`src/rtl/svm_arbiter_pkg.sv`:
```
// Shared types and defaults for the SVM feature-stream arbiter.
// Latency: n/a (declarations only).
// Backpressure: n/a.
package svm_arbiter_pkg;

    // Controller states; IDLE must stay the reset encoding.
    typedef enum logic [2:0] {
        IDLE,
        STREAM,
        WAIT_RES,
        EMIT,
        CLEAR
    } state_t;

    localparam int DATA_W            = 128;
    localparam int BEATS_PER_VEC_DEF = 512;
    localparam int RES_TIMEOUT_DEF   = 4096;

    // Index width that stays legal for a single requester.
    function automatic int id_width(input int n);
        return (n > 1) ? $clog2(n) : 1;
    endfunction

endpackage

```
`src/rtl/svm_arbiter_rr_pick.sv`:
```
// Round-robin picker: first asserted request strictly after 'last', wrapping.
// Latency: purely combinational.
// Backpressure: none; the caller decides when to sample the grant.
module rr_pick
    import svm_arbiter_pkg::*;
#(
    parameter int N = 4,
    parameter int W = id_width(N)
) (
    input  logic [N-1:0] req,
    input  logic [W-1:0] last,
    output logic [W-1:0] grant,
    output logic         any
);

    // Walk candidates from farthest to nearest so the nearest hit after 'last' wins.
    always_comb begin
        grant = '0;
        any   = 1'b0;
        for (int k = N; k >= 1; k--) begin
            if (((req >> ((int'(last) + k) % N)) & N'(1)) != '0) begin
                grant = W'((int'(last) + k) % N);
                any   = 1'b1;
            end
        end
    end

endmodule

```
`src/rtl/svm_arbiter.sv`:
```
// Grants one requester FIFO at a time to the classifier engine for a full vector, then returns its result.
// Latency: grant one cycle after a requester is seen non-empty; beats pass combinationally from FIFO to engine.
// Backpressure: engine pops pace the stream; requester underflow stalls it; result is held until res_ready.
module svm_arbiter
    import svm_arbiter_pkg::*;
#(
    parameter int NUM_REQ       = 4,
    parameter int BEATS_PER_VEC = BEATS_PER_VEC_DEF,
    parameter int RES_TIMEOUT   = RES_TIMEOUT_DEF
) (
    input  logic                           clk,
    input  logic                           reset,
    input  logic [NUM_REQ-1:0]             req_empty,
    input  logic [DATA_W*NUM_REQ-1:0]      req_data,
    output logic [NUM_REQ-1:0]             req_rd,
    output logic [DATA_W-1:0]              eng_rd_data,
    output logic                           eng_rd_empty,
    input  logic                           eng_rd_fifo,
    input  logic                           eng_type,
    input  logic                           eng_type_ready,
    output logic                           eng_clr,
    output logic                           res_valid,
    input  logic                           res_ready,
    output logic [id_width(NUM_REQ)-1:0]   res_id,
    output logic                           res_label,
    output logic                           res_err,
    output logic                           busy
);

    localparam int IDW = id_width(NUM_REQ);
    localparam int BCW = $clog2(BEATS_PER_VEC + 1);
    localparam int TCW = $clog2(RES_TIMEOUT + 1);

    state_t         state;
    logic [IDW-1:0] grant;
    logic [IDW-1:0] last_grant;
    logic [BCW-1:0] beat_cnt;
    logic [TCW-1:0] tmo_cnt;
    logic           clr_q;

    logic [IDW-1:0] pick;
    logic           pick_any;
    logic           sel_empty;
    logic           vec_done;
    logic           stream_on;
    logic           pop;

    rr_pick #(
        .N (NUM_REQ),
        .W (IDW)
    ) u_rr_pick (
        .req   (~req_empty),
        .last  (last_grant),
        .grant (pick),
        .any   (pick_any)
    );

    // Zero-latency data/empty path from the granted FIFO; reset closes the path immediately.
    always_comb begin
        sel_empty    = ((req_empty >> grant) & NUM_REQ'(1)) != '0;
        vec_done     = (beat_cnt == BCW'(BEATS_PER_VEC));
        stream_on    = (state == STREAM) && !reset;
        eng_rd_empty = !stream_on || sel_empty || vec_done;
        pop          = eng_rd_fifo && !eng_rd_empty;
        req_rd       = pop ? (NUM_REQ'(1) << grant) : '0;
        eng_rd_data  = DATA_W'(req_data >> (DATA_W * int'(grant)));
        eng_clr      = clr_q || reset;
        busy         = (state != IDLE);
    end

    // Vector controller: grant, count beats, wait for the label, emit, clear the engine.
    always_ff @(posedge clk) begin
        if (reset) begin
            state      <= IDLE;
            grant      <= '0;
            last_grant <= IDW'(NUM_REQ - 1);
            beat_cnt   <= '0;
            tmo_cnt    <= '0;
            clr_q      <= 1'b0;
            res_valid  <= 1'b0;
            res_id     <= '0;
            res_label  <= 1'b0;
            res_err    <= 1'b0;
        end else begin
            case (state)
                IDLE: begin
                    if (pick_any) begin
                        grant <= pick;
                        state <= STREAM;
                    end
                end
                STREAM: begin
                    if (pop) begin
                        beat_cnt <= beat_cnt + BCW'(1);
                        if (beat_cnt == BCW'(BEATS_PER_VEC - 1)) begin
                            tmo_cnt <= '0;
                            state   <= WAIT_RES;
                        end
                    end
                end
                WAIT_RES: begin
                    if (eng_type_ready) begin
                        res_label <= eng_type;
                        res_err   <= 1'b0;
                        res_id    <= grant;
                        res_valid <= 1'b1;
                        state     <= EMIT;
                    end else if (tmo_cnt == TCW'(RES_TIMEOUT - 1)) begin
                        res_label <= 1'b0;
                        res_err   <= 1'b1;
                        res_id    <= grant;
                        res_valid <= 1'b1;
                        state     <= EMIT;
                    end else begin
                        tmo_cnt <= tmo_cnt + TCW'(1);
                    end
                end
                EMIT: begin
                    if (res_ready) begin
                        res_valid <= 1'b0;
                        clr_q     <= 1'b1;
                        state     <= CLEAR;
                    end
                end
                CLEAR: begin
                    clr_q      <= 1'b0;
                    last_grant <= grant;
                    beat_cnt   <= '0;
                    tmo_cnt    <= '0;
                    state      <= IDLE;
                end
                default: state <= IDLE;
            endcase
        end
    end

endmodule
```
`config.mk`:
```
export PLATFORM = sky130hd
export DESIGN_NAME = svm_arbiter
export DESIGN_NICKNAME = d
export VERILOG_FILES = /design/src/rtl/svm_arbiter_pkg.sv /design/src/rtl/svm_arbiter_rr_pick.sv /design/src/rtl/svm_arbiter.sv
export SDC_FILE = /design/constraint.sdc
export NUM_CORES = 1
export LEC_CHECK = 0
export CORE_AREA = 2 2 254 256
export CTS_BUF_LIST = sky130_fd_sc_hd__clkbuf_4 sky130_fd_sc_hd__clkbuf_8 sky130_fd_sc_hd__clkbuf_16
export DETAILED_ROUTE_END_ITERATION = 8
export DIE_AREA = 0 0 256 258
export PLACE_DENSITY = 0.36
export SYNTH_ARGS = -nofsm -noshare
export SYNTH_HDL_FRONTEND = slang
export SYNTH_SLANG_ARGS = --single-unit
```
`constraint.sdc`:
```
create_clock -name clk -period 2.2 [get_ports clk]
set_input_delay 0.44 -clock clk [delete_from_list [all_inputs] [get_ports clk]]
set_output_delay 0.44 -clock clk [all_outputs]
set_load 0.005 [all_outputs]
```
Word-level counts from Yosys, hierarchy flattened
Index checks and enable logic that the tools add are counted.
Cells by class
  $add $sub $neg: 6
  equal/unequal tests: 14
  shifts and indexed selects: 7
  muxes and demuxes: 34
  bitwise logic cells: 5
  reduce and logical (&&, ||, !) cells: 26
Operators by type and width (number)
  right shift 512 x 9 -> 128 bit: 1
  right shift 4 x 32 -> 1 bit: 4
  two-way mux 13 bit: 4
  one-hot mux 13 bit (3 select lines): 1
  one-hot mux 10 bit (2 select lines): 1
  two-way mux 3 bit: 6
  adder 13 x 1 -> 13 bit (second input constant): 1
  equality test 13 x 12 -> 1 bit (second input constant): 1
  two-way mux 2 bit: 6
  one-hot mux 3 bit (4 select lines): 1
  two-way mux 1 bit: 11
  adder 10 x 1 -> 10 bit (second input constant): 1
  equality test 10 bit (second input constant): 1
  equality test 10 x 9 -> 1 bit (second input constant): 1
  two-way mux 10 bit: 1
  inequality test 2 bit (second input constant): 5
  AND reduction 5 bit: 2
  AND reduction 2 bit: 4
  nonzero test 2 bit: 4
  OR reduction 2 bit: 4
  equality test 3 x 2 -> 1 bit (second input constant): 2
  nonzero test 3 bit: 2
  adder 2 x 1 -> 2 bit (second input constant): 2
  adder 2 bit (second input constant): 2
  15 further kinds: 24
Word-level totals
  register bits: 36
  input port bits: 522
  output and inout bits: 140
  word-level logic and storage cells: 102

Logic depth before layout (Yosys ltp)
  word-level depth: 10
  gate-level depth with buffers: 8
  mapped depth without buffers: 7

Cells and area by module
Synthesis repeated with hierarchy kept, for this count alone.
Second synthesis, totals
  cells, all modules: 389
  area, all modules: 4939.7 µm²
By module, submodules not included
  svm_arbiter: times used 1, cells each 375, area an instance 4848.4 µm²
  rr_pick: times used 1, cells each 14, area an instance 91.3 µm²

Worst setup path after synthesis
Ideal clock, no wire load.
  path kind: register to output
  start: reg grant[0]
  end: out eng_rd_data[101]
  arrival: 1.843 ns
  required time: 1.760 ns
  setup slack: -0.083 ns
  stages on the path, launching flop included: 5
  buffers on the path: 3
  path through: dfxtp_1 clkbuf_1 buf_1 buf_2 mux4_2
On the way
  longest elaborated chain between the ends: 1
RTL lines
  start: declaration: line svm_arbiter.sv:35  | logic [IDW-1:0] grant;
  start signal: assignment: line svm_arbiter.sv:88  | grant <= pick;
  right shift 512 x 9 -> 128 bit: line svm_arbiter.sv:66  | eng_rd_data = DATA_W'(req_data >> (DATA_W * int'(grant)));
  end: declaration: line svm_arbiter.sv:16  | output logic [DATA_W-1:0] eng_rd_data,
No other way between the ends.

Worst setup path after layout
  start: reg grant[0]
  end: out eng_rd_data[104]
The elaborated chain is that of the path after synthesis.

==> reports/results.md <==
| Parameter | This run | Unit |
|:---|:---|:---|
| Final wirelength | 61.0 | mm |
| Post-layout power | 4080 | uW |
| Fmax | 398 | MHz |
| Data required time of the critical path | 1.76 | ns |
| Max_slew headroom | 61.1 | % |
| Sink count of the clock tree | 36 | - |
| Critical path capture point type | output port | - |
| R2R depth | 6 | - |
| Cells along the critical path | buf_12 > buf_4 > mux4_2 > clkdlybuf4s50_1 | - |
| Hold bufs inserted after CTS | 0 | - |
| Post-DRT Antenna Nets | 0 | - |
| Clock tree from TritonCTS | built | - |
| Via count of the routed design | 7474 | - |
| Arrival time of the worst setup path | 2.07 | ns |
| Result of the run | complete, but fails checks | - |
| Syn nets | 922 | - |
| Die Footprint | 0.0660 | sq mm |
| Yosys synthesis warning count | 0 | - |
| Cell taking the most area after synthesis | sky130_fd_sc_hd__mux4_2 | - |
| Number of top-level design ports | 662 | - |
| Capturing element of the worst setup path | eng_rd_data[104] | - |
| Nets | 1652 | - |
| Most numerous cell in the Yosys netlist | sky130_fd_sc_hd__mux4_2 | - |
| Ranking of synthesized cells by area | sky130_fd_sc_hd__mux4_2 58%, sky130_fd_sc_hd__dfxtp_1 14%, sky130_fd_sc_hd__nand2_1 2.0% | - |
| Max-Cap Viols | 0 | - |
| Sequential fraction of the synthesis area | 14.5 | % |
| Power density of the placed cells | 297 | mW/mm^2 |
| Slack of the worst reg-to-reg path | -0.09 | ns |
| Site row count | 93 | - |
| Path type of the worst setup path | flop to output port | - |
| Worst path buffer plus inverter count | 3 | - |
| Buffer cell driving the clock tree root | sky130_fd_sc_hd__clkbuf_16 | - |
| Synth Flop Type | sky130_fd_sc_hd__dfxtp_1 | - |
| Vias in the first global route | 7466 | - |
| Area of placed instances | 0.0131 | sq mm |
| Violations in the final reports | setup timing | - |
| Post-Syn Area | 0.00499 | sq mm |
| Maximum number of pins on one net before global-route repair | 49 | - |
| Number of instances in the synthesized netlist | 397 | - |
| Starting utilization of the core area | 7.84 | % |
| Tightest Hold Check Type | flop to flop | - |
| Transition time at the pin with the least slew margin | 0.580 | ns |
| Pre-CTS setup slack | -0.754 | ns |
| Worst flop-to-flop path startpoint | tmo_cnt[1] | - |
| Setup TNS | -10.70 | ns |
| Worst IR drop on VDD | 0.287 | mV |
| Detailed-route wire length per cell | 30.6 | um |
| Worst setup path startpoint | grant[0] | - |
| Endpoints failing setup | 87 | - |
| Area grow syn2layout | 175 | % |
| First-pass iteration count of the detailed router | 5 | - |
| Clock H-tree levels | 2 | - |
| Routability congestion estimate from global placement | 0.952 | - |
| Flops & latches, synth | 36 | - |
| Fraction of registers with async set/reset | 0 | % |
| Most common library cells after synthesis | 129 x sky130_fd_sc_hd__mux4_2, 36 x sky130_fd_sc_hd__dfxtp_1, 27 x sky130_fd_sc_hd__nand2_1 | - |
| Horizontal extent of the die | 256 | um |
| Depth of the critical timing path with buffers and inverters included | 4 | - |
| Lkg Pwr | 0.00513 | uW |
| DRC violations left | 0 | - |
| Filler instances | 6949 | - |
| First-pass GRT wire length | 76.4 | mm |
| Largest incremental delay on the critical path | 0.50 | ns |
| Share of the cycle needed by the critical path after routing | 114 | % |
| Cell with the largest stage delay on the worst path | sky130_fd_sc_hd__mux4_2 | - |
| Num CTS Buffers | 5 | - |
| Non-Filler Cell Area, Final | 0.0137 | sq mm |
| Min cycle time layout | 2.51 | ns |
| Fin. Hold Viols | 0 | - |
| Setup clock skew after layout | 0.00622 | ns |
| Initial antenna violation count | 83 | - |
| Final design utilization | 21.5 | % |
| Slew Limit Fails | 0 | - |
| Avg Inst Size Synth | 12.6 | sq um |
| Core Footprint | 0.0636 | sq mm |
| Initial drt markers | 414 | - |
| Latest clock arrival within the worst-skew pair | 0.29 | ns |
| CTS max path bufs | 2 | - |
| Top-area cell type share of the netlist area | 58.3 | % |
| RSZ-0062 raised after global routing | yes | - |
| Chip Height | 258 | um |
| Cell variety after synth | 54 | - |
| Fraction of layout cells with a size suffix above 1 | 29.8 | % |
| Top cell family by delay on the critical path | buffers and inverters | - |
| Number of flops mapped to enable cells by yosys | 0 | - |
| Highest fanout seen on the critical path | 9 | - |
| Clock slew at the register clock pins of the worst setup and hold paths | 0.06 | ns |
| Sum of overflow across all layers after global routing | 0 | - |
| R2r endpoint | tmo_cnt[1] | - |
| Number of buffers added on ports | 661 | - |
| Worst Hold Launch | tmo_cnt[12] | - |
| Kind of start point of the critical path | flop | - |
| Setup slack after layout | -0.312 | ns |
| Global-route usage over all layers | 17.3 | % |
| Detail Placement HPWL | 54.5 | mm |
| DR vias/cell | 3.75 | - |
state kept, by name, summed over array words and instances, names as in the netlist:
register / count
res_id: 2
grant: 2
beat_cnt: 10
res_err: 1
tmo_cnt: 13
state: 3
clr_q: 1
res_valid: 1
last_grant: 2
res_label: 1
stage by stage:
| stage | instances | hold slack (ns) |
|---|---|---|
| 6_report | 1992 | 0.473 |
| 3_3_place_gp | 1946 | 0.452 |
| 3_5_place_dp | 1946 | 0.453 |
| 2_1_floorplan | 397 | 0.437 |
| 4_1_cts | 1966 | 0.462 |
| 5_1_grt | 1987 | 0.486 |
metal layers:
layer / vias to the layer above / wire (um) / GRT usage [%]
met5: - / 312 / 0
met4: 50 / 1020 / 1.35
met3: 111 / 7660 / 9.79
met2: 465 / 26800 / 27.3
met1: 3643 / 25200 / 21.3
li1: 3205 / - / -
kinds of logic (layout without fill, tap and decap cells):
kind of cell	after synthesis	count (layout)	share of synthesized area, %
AO/OA/AOI/OAI	56	56	8.25
XOR/XNOR	4	4	0.702
adder cells (fa/ha/maj)	3	3	0.753
buffers and inverters	43	774	3.66
flip-flops	36	36	14.5
multiplexers	134	134	59.3
other	0	9	0
AND/OR/NAND/NOR	121	121	12.9
worst register-to-register path: stages (launching register included):
cell                       delay (ns)
sky130_fd_sc_hd__dfxtp_1         0.40
sky130_fd_sc_hd__ha_1            0.25
sky130_fd_sc_hd__nor4bb_1        0.39
sky130_fd_sc_hd__nand4_1         0.25
sky130_fd_sc_hd__o211ai_1        0.34
sky130_fd_sc_hd__o21a_1          0.43
sky130_fd_sc_hd__a32o_1          0.17
cells in the final DEF, fill, tap and decap left out, types with 6 or more instances in the layout:
cell / count
sky130_fd_sc_hd__buf_16: 6
sky130_fd_sc_hd__clkdlybuf4s15_1: 7
sky130_fd_sc_hd__nand2_1: 25
sky130_fd_sc_hd__diode_2: 9
sky130_fd_sc_hd__clkdlybuf4s50_1: 538
sky130_fd_sc_hd__buf_4: 57
sky130_fd_sc_hd__o31ai_1: 6
sky130_fd_sc_hd__a21oi_1: 8
sky130_fd_sc_hd__clkbuf_2: 39
sky130_fd_sc_hd__buf_12: 9
sky130_fd_sc_hd__nand3_1: 18
sky130_fd_sc_hd__mux4_2: 129
sky130_fd_sc_hd__nor2_1: 22
sky130_fd_sc_hd__buf_2: 31
sky130_fd_sc_hd__clkbuf_16: 9
sky130_fd_sc_hd__buf_6: 25
sky130_fd_sc_hd__dfxtp_1: 34
sky130_fd_sc_hd__dlymetal6s2s_1: 38
sky130_fd_sc_hd__nor3_1: 9
final cells by class:
type	count	area (sq um)	area share (%)
clock buffer	8	154	1.12
tap	855	1070	7.80
inverter	6	22.5	0.164
sequential	36	728	5.31
antenna	9	22.5	0.164
timing repair buffer	760	7530	54.9
multi-input combinational	318	4180	30.5
worst min path at each step:
stage,endpoint,depth (start not counted)
3_5_place_dp,tmo_cnt[12],1
3_3_place_gp,tmo_cnt[12],1
6_report,tmo_cnt[12],1
2_1_floorplan,tmo_cnt[12],1
4_1_cts,tmo_cnt[12],1
5_1_grt,tmo_cnt[12],1
report_power, final:
part	switching, uW	internal (uW)	total (uW)
clock	283	477	760
sequential	7.90	656	664
combinational	862	1790	2650
total	1150	2920	4080
what timing repair did:
action / 4_1_cts / 5_1_grt
setup endpoints to repair: 149 / 145
pin swaps: 5 / 9
cloned: 2 / 5
setup buffers: 10 / 12
resized for setup: 206 / 165
Note: power is estimated with default switching activity, not from simulation.
